[config.mk]
export PLATFORM = sky130hd
export DESIGN_NAME = host_output_queue
export DESIGN_NICKNAME = d
export VERILOG_FILES = /design/src/rtl/host_output_queue.sv
export SDC_FILE = /design/constraint.sdc
export NUM_CORES = 1
export LEC_CHECK = 0
export CAP_MARGIN = 20
export CORE_ASPECT_RATIO = 0.75
export CORE_UTILIZATION = 50
export CTS_BUF_LIST = sky130_fd_sc_hd__clkbuf_16
export DETAILED_ROUTE_END_ITERATION = 10
export GPL_ROUTABILITY_DRIVEN = 0
export GPL_TIMING_DRIVEN = 0
export PLACE_DENSITY = 0.73
export SETUP_SLACK_MARGIN = 0.05
export SLEW_MARGIN = 0
export SYNTH_ARGS = -nofsm -noshare
export SYNTH_HDL_FRONTEND = slang
export SYNTH_SLANG_ARGS = --single-unit
[constraint.sdc]
create_clock -name clock -period 6.5 [get_ports clock]
set_input_delay 1.3 -clock clock [delete_from_list [all_inputs] [get_ports clock]]
set_output_delay 1.3 -clock clock [all_outputs]
set_load 0.03 [all_outputs]
[src/rtl/host_output_queue.sv]
// rtl/host_output_queue.sv - frame queue presenting emulator output to host wire-outs with toggle acknowledge
// Head frame is held stable until the host flips host_pop_tog; each flip retires exactly one frame.
module host_output_queue #(
    parameter int DATA_W = 64,
    parameter int DEPTH  = 8,
    parameter int CNT_W  = 16
) (
    input  logic              clock,
    input  logic              reset,
    input  logic              io_o_valid,
    output logic              io_o_ready,
    input  logic [DATA_W-1:0] io_o_bits,
    input  logic              host_pop_tog,
    output logic              host_valid,
    output logic [DATA_W-1:0] host_data,
    output logic [CNT_W-1:0]  host_occupancy,
    output logic [CNT_W-1:0]  host_pop_count,
    output logic              host_underflow
);

    localparam int PTR_W = $clog2(DEPTH);
    localparam logic [PTR_W:0]   FULL_CNT = (PTR_W + 1)'(DEPTH);
    localparam logic [PTR_W:0]   CNT_ONE  = (PTR_W + 1)'(1);
    localparam logic [PTR_W-1:0] PTR_ONE  = PTR_W'(1);
    localparam logic [CNT_W-1:0] POP_ONE  = CNT_W'(1);

    logic [DATA_W-1:0] mem_q [DEPTH];
    logic [PTR_W-1:0]  wr_ptr_q, wr_ptr_d;
    logic [PTR_W-1:0]  rd_ptr_q, rd_ptr_d;
    logic [PTR_W:0]    count_q, count_d;
    logic              tog_q, tog_d;
    logic [CNT_W-1:0]  pop_count_q, pop_count_d;
    logic              underflow_q, underflow_d;
    logic              enq;
    logic              host_evt;
    logic              pop;

    // Ready comes from registers only, so there is no path from io_o_valid.
    assign io_o_ready = !reset && (count_q != FULL_CNT);

    always_comb begin
        enq         = io_o_valid && io_o_ready;
        host_evt    = (host_pop_tog != tog_q);
        pop         = host_evt && (count_q != '0);
        wr_ptr_d    = wr_ptr_q;
        rd_ptr_d    = rd_ptr_q;
        count_d     = count_q;
        tog_d       = host_pop_tog;
        pop_count_d = pop_count_q;
        underflow_d = underflow_q;

        if (enq) begin
            wr_ptr_d = wr_ptr_q + PTR_ONE;
        end
        if (pop) begin
            rd_ptr_d    = rd_ptr_q + PTR_ONE;
            pop_count_d = pop_count_q + POP_ONE;
        end
        // An ack against an empty queue is consumed, never deferred to a later frame.
        if (host_evt && (count_q == '0)) begin
            underflow_d = 1'b1;
        end

        case ({enq, pop})
            2'b10:   count_d = count_q + CNT_ONE;
            2'b01:   count_d = count_q - CNT_ONE;
            default: count_d = count_q;
        endcase
    end

    always_ff @(posedge clock) begin
        if (reset) begin
            wr_ptr_q    <= '0;
            rd_ptr_q    <= '0;
            count_q     <= '0;
            tog_q       <= host_pop_tog;
            pop_count_q <= '0;
            underflow_q <= 1'b0;
        end else begin
            wr_ptr_q    <= wr_ptr_d;
            rd_ptr_q    <= rd_ptr_d;
            count_q     <= count_d;
            tog_q       <= tog_d;
            pop_count_q <= pop_count_d;
            underflow_q <= underflow_d;
        end
    end

    always_ff @(posedge clock) begin
        if (enq) begin
            mem_q[wr_ptr_q] <= io_o_bits;
        end
    end

    assign host_valid     = (count_q != '0);
    assign host_data      = mem_q[rd_ptr_q];
    assign host_occupancy = CNT_W'(count_q);
    assign host_pop_count = pop_count_q;
    assign host_underflow = underflow_q;

endmodule

* Word-level counts from Yosys, hierarchy flattened
Memory sizes are Yosys's and may differ from the RTL's. A register that Yosys moved wholly into a read port is not among the register bits.
Index checks and enable logic that the tools add are counted.
** Word-level totals
- Bits in registers :: 28
- Bits in latches :: 0
- RAM bits :: 512
- Memory bits (read-only) :: 0
- Bits of input ports :: 68
- Output and inout port bits :: 99
- Word-level logic and storage cells :: 29
- Memories kept :: 1
** Memory list
- mem_q :: words 8, width 64, rd ports 1, clocked after Yosys merged registers in 1, write ports 1, RTL line 27 : logic [DATA_W-1:0] mem_q [DEPTH];
** Operators by class
- Add/subtract/negate cells :: 5
- Multiply operators :: 0
- Divide/modulo/power cells :: 0
- Order comparisons :: 0
- Equal/unequal tests :: 4
- Shifts and indexed selects :: 0
- Mux-type cells :: 5
- Bitwise logic cells :: 0
- Reduce and logical (&&, ||, !) cells :: 8
** Operators with widths (number)
- 16-bit by 1-bit adder with 16-bit output (second input constant) :: 1
- 4-bit case mux with 2 select lines :: 1
- 3-bit by 1-bit adder with 3-bit output (second input constant) :: 2
- 3-bit two-way mux :: 2
- 4-bit by 1-bit adder with 4-bit output (second input constant) :: 1
- 1-bit logical AND :: 4
- 4-bit logical NOT :: 1
- 4-bit inequality test (second input constant) :: 1
- 4-bit nonzero test :: 1
- 4-bit by 1-bit subtractor with 4-bit output (second input constant) :: 1
- 2-bit by 1-bit == test with 1-bit output (second input constant) :: 1
- 2-bit == test (second input constant) :: 1
- 1-bit two-way mux :: 2
- 2-bit nonzero test :: 1
- 1-bit logical NOT :: 1
- 1-bit inequality test :: 1

* Longest topological paths before layout
Gate-level depths: netlist (run 1).
- Depth after elaboration :: 5
- Mapped depth :: 11
- Mapped depth without buffers :: 10

* Worst setup path before layout (run 1)
OpenSTA, ideal clock, no wires.
- Path kind :: in2reg
- Start point :: input reset
- End point :: memory mem_q[0][0], enable pin
- Library setup time :: 565 ps
- Arrival time :: 6262 ps
- Required time :: 5935 ps
- Path slack :: -327 ps
- Cell stages on the path :: 3
- Path buffers :: 0
- Cell sequence :: nor3b_1 > nand2b_1 > nor3_1
** On the way
- Cells in the longest elaborated chain, start to end :: 5
** RTL lines
- from (decl) :: RTL line 9 : input logic reset,
- 1-bit logical NOT :: RTL line 39 : assign io_o_ready = !reset && (count_q != FULL_CNT);
- 1-bit logical AND :: RTL line 39
- 1-bit logical AND :: RTL line 42 : enq = io_o_valid && io_o_ready;
- 1-bit two-way mux :: RTL line 90 : if (enq) begin
- 1-bit two-way mux (not written as such) :: RTL line 91 : mem_q[wr_ptr_q] <= io_o_bits;
- to (decl) :: RTL line 27
Every way passes these cells.

* Final worst setup path (run 1)
- Start point :: input reset
- End point :: output io_o_ready
** On the way
- Cells in the longest elaborated chain, start to end :: 2
** RTL lines
- 1-bit logical NOT :: RTL line 39
- 1-bit logical AND :: RTL line 39
- to (decl) :: RTL line 11 : output logic io_o_ready,
Every way passes these cells.

==> results of run 1 <==
flip-flops by register name, indices dropped and copies added (netlist names), named ones only:
name,cells
tog_q,1
rd_ptr_q,3
host_underflow,1
count_q,4
mem_q,512
host_pop_count,16
wr_ptr_q,3
power groups by stage:
| stage | sequential [µW] | combinational (µW) | clock, µW |
|---|---|---|---|
| after floorplan | 4060 | 1480 | 0 |
| after global placement | 4040 | 2210 | 0 |
| after detailed placement | 4040 | 2270 | 0 |
| after CTS | 3960 | 2280 | 2800 |
| after global routing | 3970 | 2390 | 2930 |
| final | 3960 | 2230 | 2740 |
cells by family (layout without fill, tap and decap cells):
group / Yosys count / after routing / synth area share, %
other: 1 / 13 / 0.01810
DFF: 543 / 543 / 77.20
and+or+nand+nor: 78 / 78 / 2.210
buffers and inverters: 56 / 325 / 1.341
muxes: 195 / 195 / 17.54
adders and majority gates: 6 / 6 / 0.3623
AOI/OAI and AO/OA: 23 / 23 / 0.6099
xor gates and xnor gates: 16 / 16 / 0.7126
placed cells by master (no fill, tap or decap), types with 3 or more instances in the layout:
cell / instances
clkbuf_1: 22
clkinv_1: 14
nand2b_1: 5
nand2_1: 11
xor2_1: 7
or3_1: 4
buf_2: 15
inv_1: 14
ha_1: 6
conb_1: 12
a21oi_1: 11
clkinv_2: 10
edfxtp_1: 512
buf_16: 11
buf_8: 3
buf_4: 13
nor2_4: 6
clkdlybuf4s50_1: 154
o21ai_0: 8
buf_12: 10
dfxtp_1: 31
mux4_2: 128
o31ai_1: 3
or4_1: 3
nor2_1: 20
nand3_1: 6
bufinv_16: 3
xnor2_1: 8
nor4b_1: 3
clkbuf_16: 51
mux2_2: 65
how the worst max path moves through the flow:
stage               depth (start not counted)             to  slack (ns)
finish                                      5     io_o_ready        1.74
CTS                                         5  host_data[52]        1.65
floorplan                                   3    mem_q[2][0]        1.40
detailed placement                          5     io_o_ready        1.78
global route                                5  host_data[52]        1.60
global placement                            4   mem_q[2][37]       -1.96
through the flow:
step,setup slack [ns],hold slack [ns],util (%),cells,setup TNS (ns)
floorplan,1.402,0.4759,-,929,0
global placement,-1.959,0.4525,56.25,1611,-924.88
detailed placement,1.777,0.4677,57.73,1635,0
CTS,1.654,0.4825,61.46,1726,0
global route,1.599,0.5155,61.47,1727,0
finish,1.738,0.4874,61.47,1727,0
routing by layer:
layer / track usage [%] / share of wire, % / up-vias
li1: - / - / 4298
met1: 28.47 / 45 / 5106
met2: 31.87 / 49 / 247
met3: 3.528 / 5.2 / 60
met4: 4.543 / 1.5 / 2
met5: 0 / 0.030 / -
worst max-delay path: stages:
cell             delay (ns)
clkdlybuf4s50_1        0.58
clkbuf_1               0.36
clkbuf_1               0.50
nor2_1                 0.10
clkdlybuf4s50_1        0.61
cell type report:
cell class / count / area [µm²]
Buffer: 52 / 262.8
Clock buffer: 51 / 1276
Tap cell: 528 / 660.6
Fill cell: 2851 / 15740
Sequential cell: 543 / 16000
Multi-Input combinational cell: 330 / 4554
Antenna cell: 1 / 2.502
Timing Repair Buffer: 178 / 2090
Clock inverter: 40 / 247.7
Inverter: 4 / 15.01
==> results.toml, run 1 <==
[run_status]
status = "finished clean"

[routing]
ant_nets = 0
viasPerCell = 5.624
drc = 0
first_pass_iters = 5
wire_per_inst_um = 23.39
routed_wl_um = 40390
drtIter0Drc = 818
via_count = 9713

[timing]
grt_setup_unrepaired = "no"
fmax_mhz = 210.0
skew_ns = 0.02526
period_share_pct = 73.26
setup-violations-final = 0
finalHoldViolCount = 0
worst_slew_pin_slew_ns = 0.9172
slew-limit-headroom_pct = 38.66
finalCriticalPeriod_ns = 4.762
slew_viol_final = 0

[cts]
tritoncts = "done"
post_cts_buffers = 0
cts_max_level = 2
clockBufferDepth = 3
clock_latency_ns = 0.57
path_clk_slew_ns = 0.06
post_cts_resized = 0
cts.sinks = 543
cts_buffers = 49
cts-root-buf = "clkbuf_16"
hold_buffers = 0

[grt]
grt_pass1_vias = 10120
antenna_found_initial = 2
grt-ovfl-total = 0
grt_max_degree = 27
track_usage_pct = 19.76
grt_pass1_wl_um = 61420

[setup_path]
worstPathRequired_ns = 5.20
critPathMaxFanout = 10
crit_arrival_ns = 3.46
criticalPathCategory = "in2out"
crit_path_start_kind = "primary input"
r2r-end = "mem_q[1][47]"
endpoint_kind = "output pin"
startpoint = "reset"
r2r_cells = 6
r2r-start = "count_q[0]"
r2r_slack_ns = 3.43

[die]
row_count = 64
die_y_um = 178.3
die-area_um2 = 42260
initial_utilization_pct = 50.73
io_pins = 167
die_w_um = 237.1
coreArea_um2 = 40840

[layout]
stdcell_area_um2 = 25100
final_layout_size_suffix_gt1_share_pct = 27.13
area_growth_pct = 21.17
layout.nets = 1232

[synth]
synth_area_leader_cell = "edfxtp_1"
avgSynthCellArea_um2 = 22.57
yosys-top-cells-count = "edfxtp_1, mux4_2, mux2_2"
synth-seq-area-share_pct = 77.20
synth.most_common_cell = "edfxtp_1"
synth_ff_type = "edfxtp_1"
ys_warn_count = 0
netlist.area_leader.share_pct = 74.21
ys_types = 40
synth_cells = 918
synth_area_leaders = "edfxtp_1, mux4_2, mux2_2, dfxtp_1, buf_4"
synth_edf_count = 512
async_flop_share_pct = 0
ys_seq_elements = 543
synth.cell_area_um2 = 20720

[pwr]
p_seq_share_pct = 44.3
vdd_ir_drop_max_v = 0.0002153
switching_share_pct = 26.85
leakage_uw = 0.007863
p_switching_uw = 2398
internal_power_uw = 6533
clkPwrFrac_pct = 30.7
powerDensity_nw_per_um2 = 355.8
combPwrFrac_pct = 25.0
power_uw = 8931

[min_path]
min_to = "host_underflow"
min-delay-start = "host_underflow"
holdPathStages = 2
hp-class = "reg2reg"

[placed_design]
postPlaceCellArea_um2 = 23580
port_buffers = 154
hpwl_um = 25350

[job]
drv_cap = 0
(Power assumes the default switching activity.)
==> inputs of run 2 (changes only) <==
==> constraint.sdc (replaced) <==
create_clock -name clock -period 3.9 [get_ports clock]
set_input_delay 0.78 -clock clock [delete_from_list [all_inputs] [get_ports clock]]
set_output_delay 0.78 -clock clock [all_outputs]
set_load 0.03 [all_outputs]
==> results.toml, run 2 (synthesis gave the netlist of run 1 again) <==
[run_status]
status = "finished clean"

[setup_path]
criticalPathCategory = "reg2out"
path_delay_family = "buffers and inverters"
critPathMaxFanout = 10
path_buf_inv = 3
worstPathRequired_ns = 3.12
endpoint_kind = "output pin"
worstPathCellList = "clkbuf_4, buf_4, mux4_2, mux2_2, clkdlybuf4s50_1"
crit_path_start_kind = "flip-flop"
crit_arrival_ns = 2.96
slowest_stage = "clkdlybuf4s50_1"
slowest_delay_ns = 0.61

[grt]
antenna_found_initial = 2
grt_pass1_vias = 10130
grt_pass1_wl_um = 61500
grt-ovfl-total = 0
track_usage_pct = 19.77
grt_max_degree = 27

[placed_design]
hpwl_um = 25350
port_buffers = 154
postPlaceCellArea_um2 = 23580

[timing]
finalHoldViolCount = 0
setup-violations-final = 0
slew-limit-headroom_pct = 39.39
finalCriticalPeriod_ns = 3.739
hold_ws_ns = 0.4872
worst_slew_pin_slew_ns = 0.9062
slew_viol_final = 0
grt_setup_unrepaired = "no"
skew_ns = 0.02387
period_share_pct = 95.87
fmax_mhz = 267.5

[job]
drv_cap = 0

[cts]
tritoncts = "done"
clockBufferDepth = 3
cts-root-buf = "clkbuf_16"
clock_latency_ns = 0.57
cts_max_level = 2
cts_buffers = 49
post_cts_buffers = 0
cts.sinks = 543
hold_buffers = 0
path_clk_slew_ns = 0.06

[die]
die_y_um = 178.3
die-area_um2 = 42260
die_w_um = 237.1
initial_utilization_pct = 50.73
io_pins = 167
coreArea_um2 = 40840
row_count = 64

[pwr]
vdd_ir_drop_max_v = 0.0003589
powerDensity_nw_per_um2 = 593.7
power_uw = 14940
leakage_uw = 0.007929

[routing]
routed_wl_um = 40440
wire_per_inst_um = 23.43
drc = 0
first_pass_iters = 5
viasPerCell = 5.658
ant_nets = 0
via_count = 9766
drtIter0Drc = 796

[layout]
n_fill_cell = 2841
layout_commonest_cell = "edfxtp_1"
final_layout_size_suffix_gt1_share_pct = 28.74
layout.nets = 1231
largest-register = "mem_q"
layout_common_cells = "edfxtp_1, clkdlybuf4s50_1, mux4_2, mux2_2, clkbuf_16"
largest_reg_flops = 512
area_growth_pct = 21.44
multi_input_area_um2 = 4554
stdcell_area_um2 = 25160
seqCellArea_um2 = 16000

[min_path]
hp-class = "reg2reg"
[run 2: cell count changes in the layout (fill, tap and decap cells not counted), moves of 11 or more]
cell,change
clkbuf_2,+18
buf_4,+11
buf_2,-12
clkbuf_1,-19
[run 2: layer usage]
layer  up-vias  track usage [%]  wire, µm
met1      5128            28.50     17930
li1       4303                -         -
met2       273            31.90     19690
met5         -                0        12
met3        60            3.528      2202
met4         2            4.543       607
[run 2: power by group]
group / internal [µW] / total, µW / switching (µW)
logic: 1850 / 3770 / 1920
registers: 6530 / 6600 / 70.8
clock network: 2550 / 4570 / 2010
[run 2: layout make-up]
cell class | instances | area share (%)
Antenna cell | 1 | 0.009946
Buffer | 51 | 1.268
Clock buffer | 51 | 5.072
Clock inverter | 40 | 0.9846
Inverter | 4 | 0.05967
Multi-Input combinational cell | 330 | 18.10
Sequential cell | 543 | 63.57
Tap cell | 528 | 2.626
Timing Repair Buffer | 178 | 8.305
[run 2: worst paths after layout]
path                  start              to  slack [ns]  cells past startpoint
max               flip-flop   host_data[52]        0.16                      5
min          host_underflow  host_underflow        0.49                      2
min reg2reg  host_underflow  host_underflow        0.49                      2
max reg2reg      count_q[0]    mem_q[1][47]        0.84                      6
[run 2: metrics by stage]
| step | std cells | setup slack [ns] | util [%] | TNS, ns |
|---|---|---|---|---|
| 5_1_grt | 1726 | 0.06832 | 61.61 | 0 |
| 3_3_place_gp | 1611 | -4.039 | 56.25 | -1989.84 |
| 4_1_cts | 1725 | 0.06412 | 61.59 | 0 |
| 2_1_floorplan | 929 | -0.7333 | - | -343.95 |
| 3_5_place_dp | 1635 | 0.1109 | 57.73 | 0 |
| 6_report | 1726 | 0.1611 | 61.61 | 0 |
[run 2: worst min-delay path: cells and delay by family (launching register included)]
kind	cells	cell delay, ns
simple gates	1	0.08
compound gates	1	0.04
flops	1	0.33
[run 2: repair_timing]
item,CTS,global route
hold endpoints to repair,0,0
setup endpoints to repair,64,16
resized for setup,30,6
pin swaps,0,0
gates cloned,0,0
